**src/rtl/timer_param_apb.sv**
```systemverilog
// WIDTH-bit APB timer: up/down count, load, pause, 2^n prescaler, ovf/udf flags, auto-reload, interrupt.
// Zero-wait-state APB slave (pready=1); optional compare register at 0x14 when TIMER_CMP_EN is defined.
module timer_param_apb #(
   parameter int WIDTH  = 16,
   parameter int ADDR_W = 8
) (
   input  logic              pclk,
   input  logic              presetn,
   input  logic              psel,
   input  logic              penable,
   input  logic              pwrite,
   input  logic [ADDR_W-1:0] paddr,
   input  logic [31:0]       pwdata,
   output logic [31:0]       prdata,
   output logic              pready,
   output logic              pslverr,
   output logic              interrupt
);

   localparam logic [ADDR_W-1:0] A_TDR  = ADDR_W'(8'h00);
   localparam logic [ADDR_W-1:0] A_TCR  = ADDR_W'(8'h04);
   localparam logic [ADDR_W-1:0] A_TSR  = ADDR_W'(8'h08);
   localparam logic [ADDR_W-1:0] A_TIER = ADDR_W'(8'h0C);
   localparam logic [ADDR_W-1:0] A_TCNT = ADDR_W'(8'h10);
`ifdef TIMER_CMP_EN
   localparam logic [ADDR_W-1:0] A_TCMP = ADDR_W'(8'h14);
   localparam logic [2:0]        FLAG_MASK = 3'b111;
`else
   localparam logic [2:0]        FLAG_MASK = 3'b011;
`endif

   logic [WIDTH-1:0] tdr, tcnt, cnt_nxt;
   logic             en, dir, div_en, auto_rld;
   logic [2:0]       div_val, tsr, tier, flag_set, w1c;
   logic [6:0]       presc, presc_mask;
   logic [7:0]       presc_one_hot;
   logic             wr, wr_tcr, load, div_chg, presc_hit, tick, at_max, at_zero;
   logic [31:0]      rd_mux;
   logic             unused_bits;

`ifdef TIMER_CMP_EN
   logic [WIDTH-1:0] tcmp;
`endif

   assign pready      = 1'b1;
   assign pslverr     = 1'b0;
   assign unused_bits = &{1'b0, pwdata};

   assign wr      = psel && penable && pwrite;
   assign wr_tcr  = wr && (paddr == A_TCR);
   assign load    = wr_tcr && pwdata[2];
   assign div_chg = wr_tcr && ((pwdata[3] != div_en) || (pwdata[6:4] != div_val));
   assign w1c     = (wr && (paddr == A_TSR)) ? (pwdata[2:0] & FLAG_MASK) : 3'b000;

   // Divide-by-2^div_val: the prescaler wraps when it reaches 2^div_val-1
   assign presc_one_hot = 8'd1 << div_val;
   assign presc_mask    = 7'(presc_one_hot - 8'd1);
   assign presc_hit     = (presc == presc_mask);
   assign tick          = en && (!div_en || presc_hit);

   assign at_max  = (tcnt == {WIDTH{1'b1}});
   assign at_zero = (tcnt == '0);

   always_comb begin
      cnt_nxt  = tcnt;
      flag_set = 3'b000;
      if (!dir) begin
         cnt_nxt     = at_max ? (auto_rld ? tdr : '0) : tcnt + 1'b1;
         flag_set[0] = at_max;
      end else begin
         cnt_nxt     = at_zero ? (auto_rld ? tdr : {WIDTH{1'b1}}) : tcnt - 1'b1;
         flag_set[1] = at_zero;
      end
`ifdef TIMER_CMP_EN
      flag_set[2] = (cnt_nxt == tcmp);
`endif
      // A load in the same cycle suppresses the tick and every flag it would raise
      if (!tick || load)
         flag_set = 3'b000;
   end

   always_ff @(posedge pclk or negedge presetn) begin
      if (!presetn) begin
         tdr      <= '0;
         tcnt     <= '0;
         en       <= 1'b0;
         dir      <= 1'b0;
         div_en   <= 1'b0;
         div_val  <= 3'd0;
         auto_rld <= 1'b0;
         tsr      <= 3'b000;
         tier     <= 3'b000;
         presc    <= 7'd0;
`ifdef TIMER_CMP_EN
         tcmp     <= '0;
`endif
      end else begin
         if (wr && (paddr == A_TDR))
            tdr <= pwdata[WIDTH-1:0];
         if (wr && (paddr == A_TIER))
            tier <= pwdata[2:0] & FLAG_MASK;
`ifdef TIMER_CMP_EN
         if (wr && (paddr == A_TCMP))
            tcmp <= pwdata[WIDTH-1:0];
`endif
         if (wr_tcr) begin
            en       <= pwdata[0];
            dir      <= pwdata[1];
            div_en   <= pwdata[3];
            div_val  <= pwdata[6:4];
            auto_rld <= pwdata[7];
         end

         if (load)
            tcnt <= tdr;
         else if (tick)
            tcnt <= cnt_nxt;

         if (!en || !div_en || load || div_chg)
            presc <= 7'd0;
         else
            presc <= presc_hit ? 7'd0 : presc + 7'd1;

         // Hardware set beats a simultaneous software clear
         tsr <= (tsr & ~w1c) | flag_set;
      end
   end

   always_comb begin
      rd_mux = '0;
      case (paddr)
         A_TDR:  rd_mux = 32'(tdr);
         A_TCR:  rd_mux = {24'd0, auto_rld, div_val, div_en, 1'b0, dir, en};
         A_TSR:  rd_mux = {29'd0, tsr};
         A_TIER: rd_mux = {29'd0, tier};
         A_TCNT: rd_mux = 32'(tcnt);
`ifdef TIMER_CMP_EN
         A_TCMP: rd_mux = 32'(tcmp);
`endif
         default: rd_mux = '0;
      endcase
   end

   assign prdata    = (psel && penable && !pwrite) ? rd_mux : 32'd0;
   assign interrupt = |(tsr & tier);

endmodule

```
**config.mk**
```make
export PLATFORM = sky130hd
export DESIGN_NAME = timer_param_apb
export DESIGN_NICKNAME = d
export VERILOG_FILES = /design/src/rtl/timer_param_apb.sv
export SDC_FILE = /design/constraint.sdc
export NUM_CORES = 1
export LEC_CHECK = 0
export CORE_ASPECT_RATIO = 0.7
export CORE_MARGIN = 1
export CORE_UTILIZATION = 55
export CTS_BUF_LIST = sky130_fd_sc_hd__clkbuf_8
export DETAILED_ROUTE_END_ITERATION = 16
export GPL_TIMING_DRIVEN = 0
export PLACE_DENSITY = 0.84
export SYNTH_ARGS = -nofsm -noshare
export SYNTH_HDL_FRONTEND = slang
export SYNTH_SLANG_ARGS = --single-unit
```
**constraint.sdc**
```tcl
create_clock -name pclk -period 3.8 [get_ports pclk]
set_input_delay 0.76 -clock pclk [delete_from_list [all_inputs] [get_ports pclk]]
set_output_delay 0.76 -clock pclk [all_outputs]
set_load 0.005 [all_outputs]
```
After elaboration in Yosys (flattened, before gate mapping)

Cells that the tools add are included.

Word-level logic and storage cells: 66
Bits in registers: 51
Input port bits: 45

Multiplexer cells: 15
Add/sub/neg operators: 4
Equality and inequality tests: 8
Bitwise gates (word level): 4
Shift operators: 1
Reduce and logical (&&, ||, !) cells: 24

Operators by type and width:

| kind                                                                  | number |
|---|---|
| 16-bit two-way mux                                                    | 7 |
| 16-bit case mux with 5 select lines                                   | 1 |
| 32-bit two-way mux                                                    | 1 |
| 16-bit by 1-bit adder with 16-bit output (second input constant)      | 1 |
| 16-bit == test (second input constant)                                | 1 |
| 8-bit by 4-bit == test with 1-bit output (second input constant)      | 2 |
| 16-bit zero test                                                      | 1 |
| 16-bit by 1-bit subtractor with 16-bit output (second input constant) | 1 |
| 7-bit two-way mux                                                     | 2 |
| 1-bit logical AND                                                     | 10 |
| 8-bit by 3-bit == test with 1-bit output (second input constant)      | 1 |
| 8-bit by 5-bit == test with 1-bit output (second input constant)      | 1 |
| 8-bit zero test                                                       | 1 |
| 7-bit by 1-bit adder with 7-bit output (second input constant)        | 1 |
| 7-bit == test                                                         | 1 |
| 1-bit by 3-bit left shift with 7-bit output (first input constant)    | 1 |
| 7-bit by 1-bit subtractor with 7-bit output (second input constant)   | 1 |
| 1-bit logical OR                                                      | 6 |
| 1-bit zero test                                                       | 4 |
| 2-bit two-way mux                                                     | 2 |
| 3-bit by 2-bit AND with 3-bit output                                  | 1 |
| 3-bit AND                                                             | 1 |
| 3-bit inequality test                                                 | 1 |
| 2-bit NOT with 3-bit output                                           | 1 |
| 5 further kinds                                                       | 6 |

Longest topological paths before layout

Gate-level depths: netlist (run 1).

Word-level depth: 9
Mapped depth: 11

Worst setup path before layout (run 1)

OpenSTA, ideal clock, no wires.

Path type: input to output
From: input paddr[0]
To: output prdata[10]
Path slack: 0.676 ns
Data required time: 3.040 ns
Cell stages on the path: 5
Buffers on the path: 1
Arrival: 2.364 ns
Cells stage by stage: or4_4 > nor3_1 > o21ai_2 > clkbuf_1 > nor2_1

Cells in the longest elaborated chain, start to end: 3
Elaborated cells on any way between the ends: 7
Classes of those cells: 4 x eq/ne; 2 x mux; 1 x reduce/logical

RTL lines:

| item                                                             | line | RTL |
|---|---|---|
| start: declaration                                               | 12   | `input logic [ADDR_W-1:0] paddr,` |
| 8-bit by 5-bit == test with 1-bit output (tied with other cells) | 131  | `case (paddr)` |
| 16-bit case mux with 5 select lines (*)                          | 131  |  |
| 32-bit two-way mux (*)                                           | 144  | `assign prdata = (psel && penable && !pwrite) ? rd_mux : 32'd0;` |
| end: declaration                                                 | 14   | `output logic [31:0] prdata,` |

Mark *: on every way between the ends. The rest lies on a longest branch, timed or not.

Worst setup path in the final report (run 1)

From: input paddr[0]
To: output prdata[0]

Same word-level chain as after synthesis.

==> results of run 1 <==
==> state kept, by name, summed over array words and instances (netlist names) <==
signal / count
en: 1
dir: 1
presc: 7
tier: 2
tsr: 2
div_en: 1
div_val: 3
tdr: 16
auto_rld: 1
tcnt: 16
==> logic make-up after synthesis <==
family | share of synthesized area [%]
AOI/OAI and AO/OA | 20.21
xor gates and xnor gates | 5.361
adders and majority gates | 1.473
buffers and inverters | 9.573
DFF | 29.46
muxes | 8.336
other | 0.1768
and+or+nand+nor | 25.42
==> placed cells by master, fill, tap and decap left out, types with 17 or more instances in the layout <==
master                            synthesis  final
sky130_fd_sc_hd__nor2_1                  43     42
sky130_fd_sc_hd__buf_4                   25     27
sky130_fd_sc_hd__conb_1                   2     18
sky130_fd_sc_hd__dfrtp_1                 50     50
sky130_fd_sc_hd__nand2_1                 49     49
sky130_fd_sc_hd__xnor2_1                 17     17
sky130_fd_sc_hd__clkdlybuf4s50_1          0     29
sky130_fd_sc_hd__buf_2                   16     17
sky130_fd_sc_hd__nand3_1                 18     18
==> metal layers <==
layer / GRT usage, % / vias to the layer above / wire length (um)
met5: 0 / - / 0
met4: 9.437 / 0 / 302
met3: 14.20 / 43 / 1923
met2: 51.40 / 310 / 5556
met1: 49.73 / 2065 / 5966
li1: - / 1961 / -
==> worst max-delay path, stage by stage <==
cell and delay (ns):
sky130_fd_sc_hd__clkdlybuf4s50_1 0.40, sky130_fd_sc_hd__or4_4 0.58, sky130_fd_sc_hd__nor3_4 0.21, sky130_fd_sc_hd__buf_4 0.16, sky130_fd_sc_hd__buf_4 0.14, sky130_fd_sc_hd__a222oi_1 0.10
sky130_fd_sc_hd__nor2_1 0.10, sky130_fd_sc_hd__clkdlybuf4s50_1 0.51
==> worst min-delay path by stage <==
| stage | endpoint | from |
|---|---|---|
| global placement | tsr[0] | tsr[0] |
| global route | tdr[9] | presetn |
| finish | presc[1] | presetn |
| CTS | presc[1] | presetn |
| detailed placement | tier[1] | tier[1] |
| floorplan | auto_rld | presetn |
==> synth_stat cells (3+ instances only) <==
cell type                  number  share of area, %
sky130_fd_sc_hd__dfrtp_1       50                29
sky130_fd_sc_hd__nand2_1       49               4.3
sky130_fd_sc_hd__nor2_1        43               3.8
sky130_fd_sc_hd__buf_4         25               4.4
sky130_fd_sc_hd__nand3_1       18               2.1
sky130_fd_sc_hd__xnor2_1       17               3.5
sky130_fd_sc_hd__buf_2         16               1.9
sky130_fd_sc_hd__clkbuf_1      16               1.4
sky130_fd_sc_hd__a21oi_1       14               1.6
sky130_fd_sc_hd__nor3_1        14               1.6
sky130_fd_sc_hd__o21ai_0       14               1.6
sky130_fd_sc_hd__mux2_2        12               3.2
sky130_fd_sc_hd__mux2_1        11               2.9
sky130_fd_sc_hd__nand4_1       10               1.5
sky130_fd_sc_hd__a211oi_1       9               1.6
sky130_fd_sc_hd__a22oi_1        9               1.6
sky130_fd_sc_hd__and3_1         9               1.3
sky130_fd_sc_hd__xor2_1         9               1.9
sky130_fd_sc_hd__a31oi_1        8               1.2
sky130_fd_sc_hd__inv_1          8              0.71
sky130_fd_sc_hd__mux2i_1        8               1.9
sky130_fd_sc_hd__a222oi_1       7               1.6
sky130_fd_sc_hd__or3_1          7               1.0
sky130_fd_sc_hd__and2_1         6              0.88
sky130_fd_sc_hd__nor4_1         6              0.88
sky130_fd_sc_hd__a211o_1        5               1.0
sky130_fd_sc_hd__and4_1         5               1.0
sky130_fd_sc_hd__ha_1           5               1.5
sky130_fd_sc_hd__nand3b_1       5              0.88
sky130_fd_sc_hd__o31ai_1        5              0.88
sky130_fd_sc_hd__a221oi_1       4              0.82
sky130_fd_sc_hd__buf_6          4               1.1
sky130_fd_sc_hd__nand2b_1       4              0.59
sky130_fd_sc_hd__o21ai_1        4              0.47
sky130_fd_sc_hd__o22ai_1        4              0.59
sky130_fd_sc_hd__a22o_1         3              0.62
sky130_fd_sc_hd__a311oi_1       3              0.62
sky130_fd_sc_hd__nor2b_1        3              0.44
sky130_fd_sc_hd__nor3b_1        3              0.53
==> metrics by stage <==
| stage | power [mW] | utilization, % | worst slack [ns] | std cells |
|---|---|---|---|---|
| global placement | 1.030 | 66.10 | -0.8488 | 658 |
| global route | 1.438 | 68.71 | 0.001340 | 672 |
| floorplan | 0.9023 | - | 0.6755 | 515 |
| detailed placement | 1.040 | 66.30 | -0.9060 | 659 |
| finish | 1.366 | 68.71 | 0.08599 | 672 |
| CTS | 1.353 | 68.54 | -0.09385 | 671 |
==> power by group <==
part           internal, mW  switching [mW]  leakage [nW]  total [mW]
Sequential            0.566          0.0426         0.630       0.609
Combinational         0.182           0.261          1.51       0.443
Clock                 0.124           0.190        0.0414       0.315
Total                 0.873           0.494          2.18        1.37
==> layout make-up <==
class / instances / share of cell area [%]
plain buffers: 62 / 8.187
clock buffers: 5 / 1.356
clock inverters: 2 / 0.2219
inverters: 8 / 0.5919
multi-input cells: 395 / 52.65
flip-flops and latches: 50 / 24.66
well taps: 98 / 2.417
repair buffers: 52 / 9.914
==> repair_timing <==
action / in CTS / in global routing
cloned: 1 / 0
setup endpoints to repair: 16 / 3
endpoints found under the hold margin: 0 / 0
pin swaps: 7 / 1
setup buffers: 4 / 1
gates resized for setup: 27 / 2
==> impl.org, run 1 <==
** Outcome
- Result of the run :: finished clean

** Clock network
- Number of hold buffers added after cts :: 0
- Clock-pin slew was measured on the worst setup and hold paths at 0.10 ns.
- Counting along the longest clock path gives a buffer depth of 2.
- Clock Root Buffer :: sky130_fd_sc_hd__clkbuf_8
- Clock latency at the later pin of the worst-skew pair :: between 0.3 and 0.4 ns
- The number of clock buffers added by TritonCTS is 5.
- CTS saw 50 sinks.
- TritonCTS built the clock tree.
- CTS H-Tree Depth :: 2

** Power and ir drop
- Across the VDD grid, the largest voltage drop is 0.0001832 V.
- Summed over all cells, the static leakage comes to ~2.2 nW.
- Power density cells :: 269.3 nW/um2

** Detailed routing
- First-pass iteration count of the detailed router :: 6
- Count of vias placed by the detailed router :: about 4,400
- In the final routed layout, each cell accounts on average for a little over 20 um.
- DRC violations left :: 0
- Wires add up to 13,750 um.
- In the routed layout, each cell is associated on average with a via count of 6.516.
- Number of violations reported at the end of detailed-routing iteration 0 :: 556
- The detail route stage leaves a number of antenna-violating nets equal to 0.

** Yosys
- Library cells used by synthesis :: 74
- Most used DFF post-synth :: sky130_fd_sc_hd__dfrtp_1
- Synth Cell Area :: 4248 um2
- For this run, the number of Yosys warnings is 0.
- Counting flops with a built-in enable in the synthesized netlist gives 0.
- Total of flip-flops plus latches after synthesis :: 50
- After synthesis, the share of flip-flops with an asynchronous set or reset is 100.0%.
- Part of the Yosys area used for sequential elements :: 29.46%
- Counting every instance in the synthesized netlist gives 499.
- Post-synthesis average cell area :: 8.513 um2

** Global route
- The number of global-route vias before repair was 3,877.
- The initial antenna violation count is 0.
- Remaining global-route overflow :: 0
- Wire length of the first global-routing pass :: 21,530 um
- Total GRT Usage :: between 30 and 40%
- Pin count of the biggest net entering global routing :: 31

** Setup path
- Capture point of the critical path :: prdata[0]
- Flop2flop setup slack :: around 0.46 ns
- STA puts the critical path data arrival time at 2.95 ns.
- The worst setup path is launched from an input port.
- The most critical setup path has its startpoint at paddr[0].
- Crit end category :: output port
- Worst-path fanout max :: 6
- Counting cells, the worst reg-to-reg path comes to 11.
- Category of the critical setup timing path :: in2out
- Worst reg2reg path endpoint :: tcnt[4]
- For the worst setup path, the data required time is between 3 and 4 ns.
- R2r startpoint :: div_val[2]

** Die
- The floorplan step set the die height to 75.53 um.
- Starting Density :: 57.52%
- Io pins :: 80
- Die Footprint :: 8084 um2
- The floorplan has 26 rows.
- Total core area :: 7385 um2
- In this run the horizontal extent of the chip is 107.0 um.

** Timing
- Of the available clock period, the critical path in the final layout requires between 90% and 100%.
- The worst path needs 3.714 ns of the cycle, external delays included.
- Max frequency :: ~270 MHz
- Across all hold checks on the routed design, the worst slack comes to 0.3945 ns.
- RSZ-0062 raised after global routing :: false
- Final clock skew :: 0.01067 ns
- Total negative setup slack :: 0 ns
- Setup violations remaining at the end of the flow were counted as 0.
- The number of failing hold endpoints at the final stage is 0.
- Worst Max-Slew Pin Slew :: 0.7173 ns
- Max-slew headroom :: 51.74%
- The number of max-slew violations in the final report is 0.

** Layout
- At the end of the flow, the number of nets in the layout was 624.
- With fillers left out, the area of the finished cells amounts to slightly above 5000 um2.
- Counting the fill cells in the layout gives about 640.
- Total inserted antenna cells :: 0
- Multi-input logic area :: 2671 um2
- Layout overhead on the synthesized area :: 19.44%
- Fraction of layout instances using a drive strength above 1 :: 15.85%
- In the final layout, flip-flops and latches occupy 1251 um2.

** Run
- The tool flagged a number of max-cap violations equal to 0.

** Placed design
- Gpl congestion :: approximately 1.1
- Port buffering added 45 buffers.
- After detailed placement, the total cell area comes to ~4900 um2.
- Sum of net half-perimeters after detailed placement :: around 10000 um

** Worst hold path
- Min-delay worst type :: in2async
(Power assumes the default switching activity.)
==> run 2: changes to the inputs <==
--- a/config.mk
+++ b/config.mk
@@ -12,6 +12,7 @@
 export DETAILED_ROUTE_END_ITERATION = 16
 export GPL_TIMING_DRIVEN = 0
 export PLACE_DENSITY = 0.84
+export REMOVE_ABC_BUFFERS = 1
 export SYNTH_ARGS = -nofsm -noshare
 export SYNTH_HDL_FRONTEND = slang
 export SYNTH_SLANG_ARGS = --single-unit
==> run 2 against run 1 <==
Net effect: sequential share of layout area increased by 1.7 points; clock skew decreased by 0.0040 ns; sequential cell count unchanged; sequential power increased by 10%; die area unchanged; first-iteration DRC count decreased by 14%; register-to-register slack got worse by 0.19 ns; power decreased by 3.2%; via count decreased by 5.6%; combinational power decreased by 26%; clock-buffer cell count unchanged; largest cell class unchanged.
==> impl.org, run 2 (same netlist as run 1, synthesis figures left out) <==
** Detailed routing
- Number of violations reported at the end of detailed-routing iteration 0 :: 479
- For this run, design rule violations remaining after detail routing come to 0.
- First-pass iteration count of the detailed router :: 5
- The routed design has 12,550 um of wire.
- The routed layout has 4,134 vias.
- After detailed routing, the number of vias per cell comes to 6.689.
- Residual antenna-violating net count after detailed routing :: 0
- After detailed routing, the average wire length per cell comes to ~20 um.

** Clock network
- Total clock sinks :: 50
- Clk slew on worst S/H paths :: 0.10 ns
- Number of hold buffers added after cts :: 0
- Clock latency at the later pin of the worst-skew pair :: 0.32 ns
- Clock Root Buffer :: sky130_fd_sc_hd__clkbuf_8
- TritonCTS built the clock tree.
- TritonCTS Buffers :: 5
- The H-tree was split into 2 levels.
- Clk buf depth :: 2

** Layout
- Non-filler cells, final :: 618
- Registers with the most flip-flops :: tcnt (16), tdr (16), presc (7)
- In the layout the commonest cells are 50 x sky130_fd_sc_hd__dfrtp_1, 49 x sky130_fd_sc_hd__nand2_1, 43 x sky130_fd_sc_hd__nor2_1.
- Fillers :: approximately 650
- Layout overhead on the synthesized area :: 11.55%
- Fraction of layout instances using a drive strength above 1 :: 10.38%
- Leaving out fill and tap cells, the most frequent cell in the layout is sky130_fd_sc_hd__dfrtp_1.
- Core utilization of the finished layout :: 64.16%
- Final nets :: 570
- 0 antenna diodes ended up in the layout.

** Setup path
- The worst setup path is captured at an output port.
- Worst-path cell chain :: clkdlybuf4s50_1, or4_4, buf_4, nor3_4, buf_4, o21ai_4, buf_4, nor2_1, dlygate4sd2_1
- Tracing the worst setup path back leads to its startpoint at paddr[6].
- The endpoint identified for the worst register-to-register timing path is tcnt[12].
- Sort of element at the start of the critical path :: input port
- Data on the critical path arrives at its endpoint at about 3 ns.
- In this design, the critical path's most frequently occurring cell is sky130_fd_sc_hd__buf_4.
- STA puts the critical path data required time at around 3 ns.
- Capture point of the critical path :: prdata[2]
- Of all nets on the critical path, the largest fanout is 8.
- Across all register-to-register paths, the minimum setup slack is 0.27 ns.
- Slowest library cell on the worst path :: sky130_fd_sc_hd__or4_4
- By startpoint and endpoint, the worst setup path is classified as in2out.
- On the worst path, the slowest cell contributes a delay of 0.55 ns.
- Measured in cells, the most critical reg-to-reg path has a length of 8.
- R2r startpoint :: div_val[2]

** Global route
- Total GRT Usage :: 32.45%
- Wire length of the first global-routing pass :: 19,800 um
- Global routing finished with a remaining overflow of 0.
- The number of global-route vias before repair came to 3,734.
- Entering global routing, the biggest net connects 36 pins.
- Initial antenna violation count :: 0

** Timing
- RSZ-0062 raised after global routing :: false
- After routing, the total negative slack on setup checks comes to 0 ns.
- Max-slew headroom :: 22.55%
- After layout, the worst path uses between 90% and 100% of the clock period.
- Max frequency :: between 200 and 300 MHz
- At the pin with the least slew margin, the transition time is 1.162 ns.
- The worst path in the final design needs a cycle of 3.677 ns, including I/O delays and setup.
- The number of failing hold endpoints at the final stage was 0.
- Worst setup margin :: ~0.12 ns
- Final-report setup violation count :: 0
- Final clock skew :: 0.006700 ns
- Max-slew violations :: 0

** Worst hold path
- The min-delay analysis places its worst path in the category in2async.

** Power and ir drop
- The completed layout was analyzed and its total power is 1.323 mW.
- Max VDD drop :: 0.0001370 V
- Power spread over the standard cell area amounts to 279.2 nW/um2.
- Leakage dissipation :: ~2.0 nW

** Die
- Die Footprint :: 8084 um2
- Total core area :: 7385 um2
- Die boundary width :: approximately 110 um
- Die boundary height :: 75.53 um
- 80 I/O pins were placed.
- Once the floorplan was initialized, standard cells occupied between 50% and 60% of the core.
- The floorplan has 26 rows.

** Placed design
- Setup WS pre-CTS :: -0.6473 ns
- Gpl congestion :: 0.9464
- Summed over all nets, the half-perimeter wirelength after detailed placement is 8744 um.
- Including well taps, the total number of placed cells is 598.
- Port buffer count :: 45

** Run
- Across the run, the number of max-cap violations was 0.

** Outcome
- The run finished with clean final reports.
==> run 2: what timing repair did <==
action / in CTS / in global routing
endpoints found under the hold margin: 0 / 0
pin swaps: 5 / 4
buffers inserted: 7 / 6
resized for setup: 21 / 3
setup endpoints to repair: 16 / 1
==> run 2: report_power, final <==
group | switching [mW] | leakage (nW) | internal (mW)
logic | 0.185 | 1.29 | 0.145
registers | 0.105 | 0.630 | 0.566
clock network | 0.195 | 0.0444 | 0.128
total | 0.485 | 1.97 | 0.838
==> run 2: worst min-delay path by stage <==
stage | from | to | slack (ns) | cells after the start
after global routing | presetn | tcnt[15] | 0.37 | 1
after detailed placement | tier[0] | tier[0] | 0.54 | 1
after global placement | tier[1] | tier[1] | 0.51 | 1
after floorplan | presetn | auto_rld | 0.46 | 0
after CTS | presetn | tcnt[15] | 0.36 | 1
final | presetn | tcnt[15] | 0.36 | 1
==> run 2: critical path: cells and delay by family <==
family	cells	cell delay, ns
buffers and inverters	5	1.16
AND/OR/NAND/NOR	3	0.92
AO/OA/AOI/OAI	1	0.07
==> run 2: cell type report <==
class                           count  area [um2]  area share, %
Inverter                            8       30.03         0.6337
Clock inverter                      2       13.76         0.2905
Multi-Input combinational cell    395        2674          56.43
Clock buffer                        5       68.82          1.452
Tap cell                           98       122.6          2.588
Sequential cell                    50        1251          26.41
Timing Repair Buffer               60       578.1          12.20
==> run 2: stage by stage <==
stage,instance area [um2],hold slack (ns)
finish,4738,0.3579
global route,4738,0.3698
CTS,4679,0.3609
detailed placement,4536,0.5372
global placement,4504,0.5096
floorplan,3931,0.4644
==> run 2: per-layer routing <==
layer / global-route usage, % / up-vias / wire length (um)
li1: - / 1859 / -
met1: 47.68 / 2007 / 5693
met2: 48.96 / 248 / 5345
met3: 5.988 / 20 / 1329
met4: 9.437 / 0 / 180
met5: 0 / - / 0
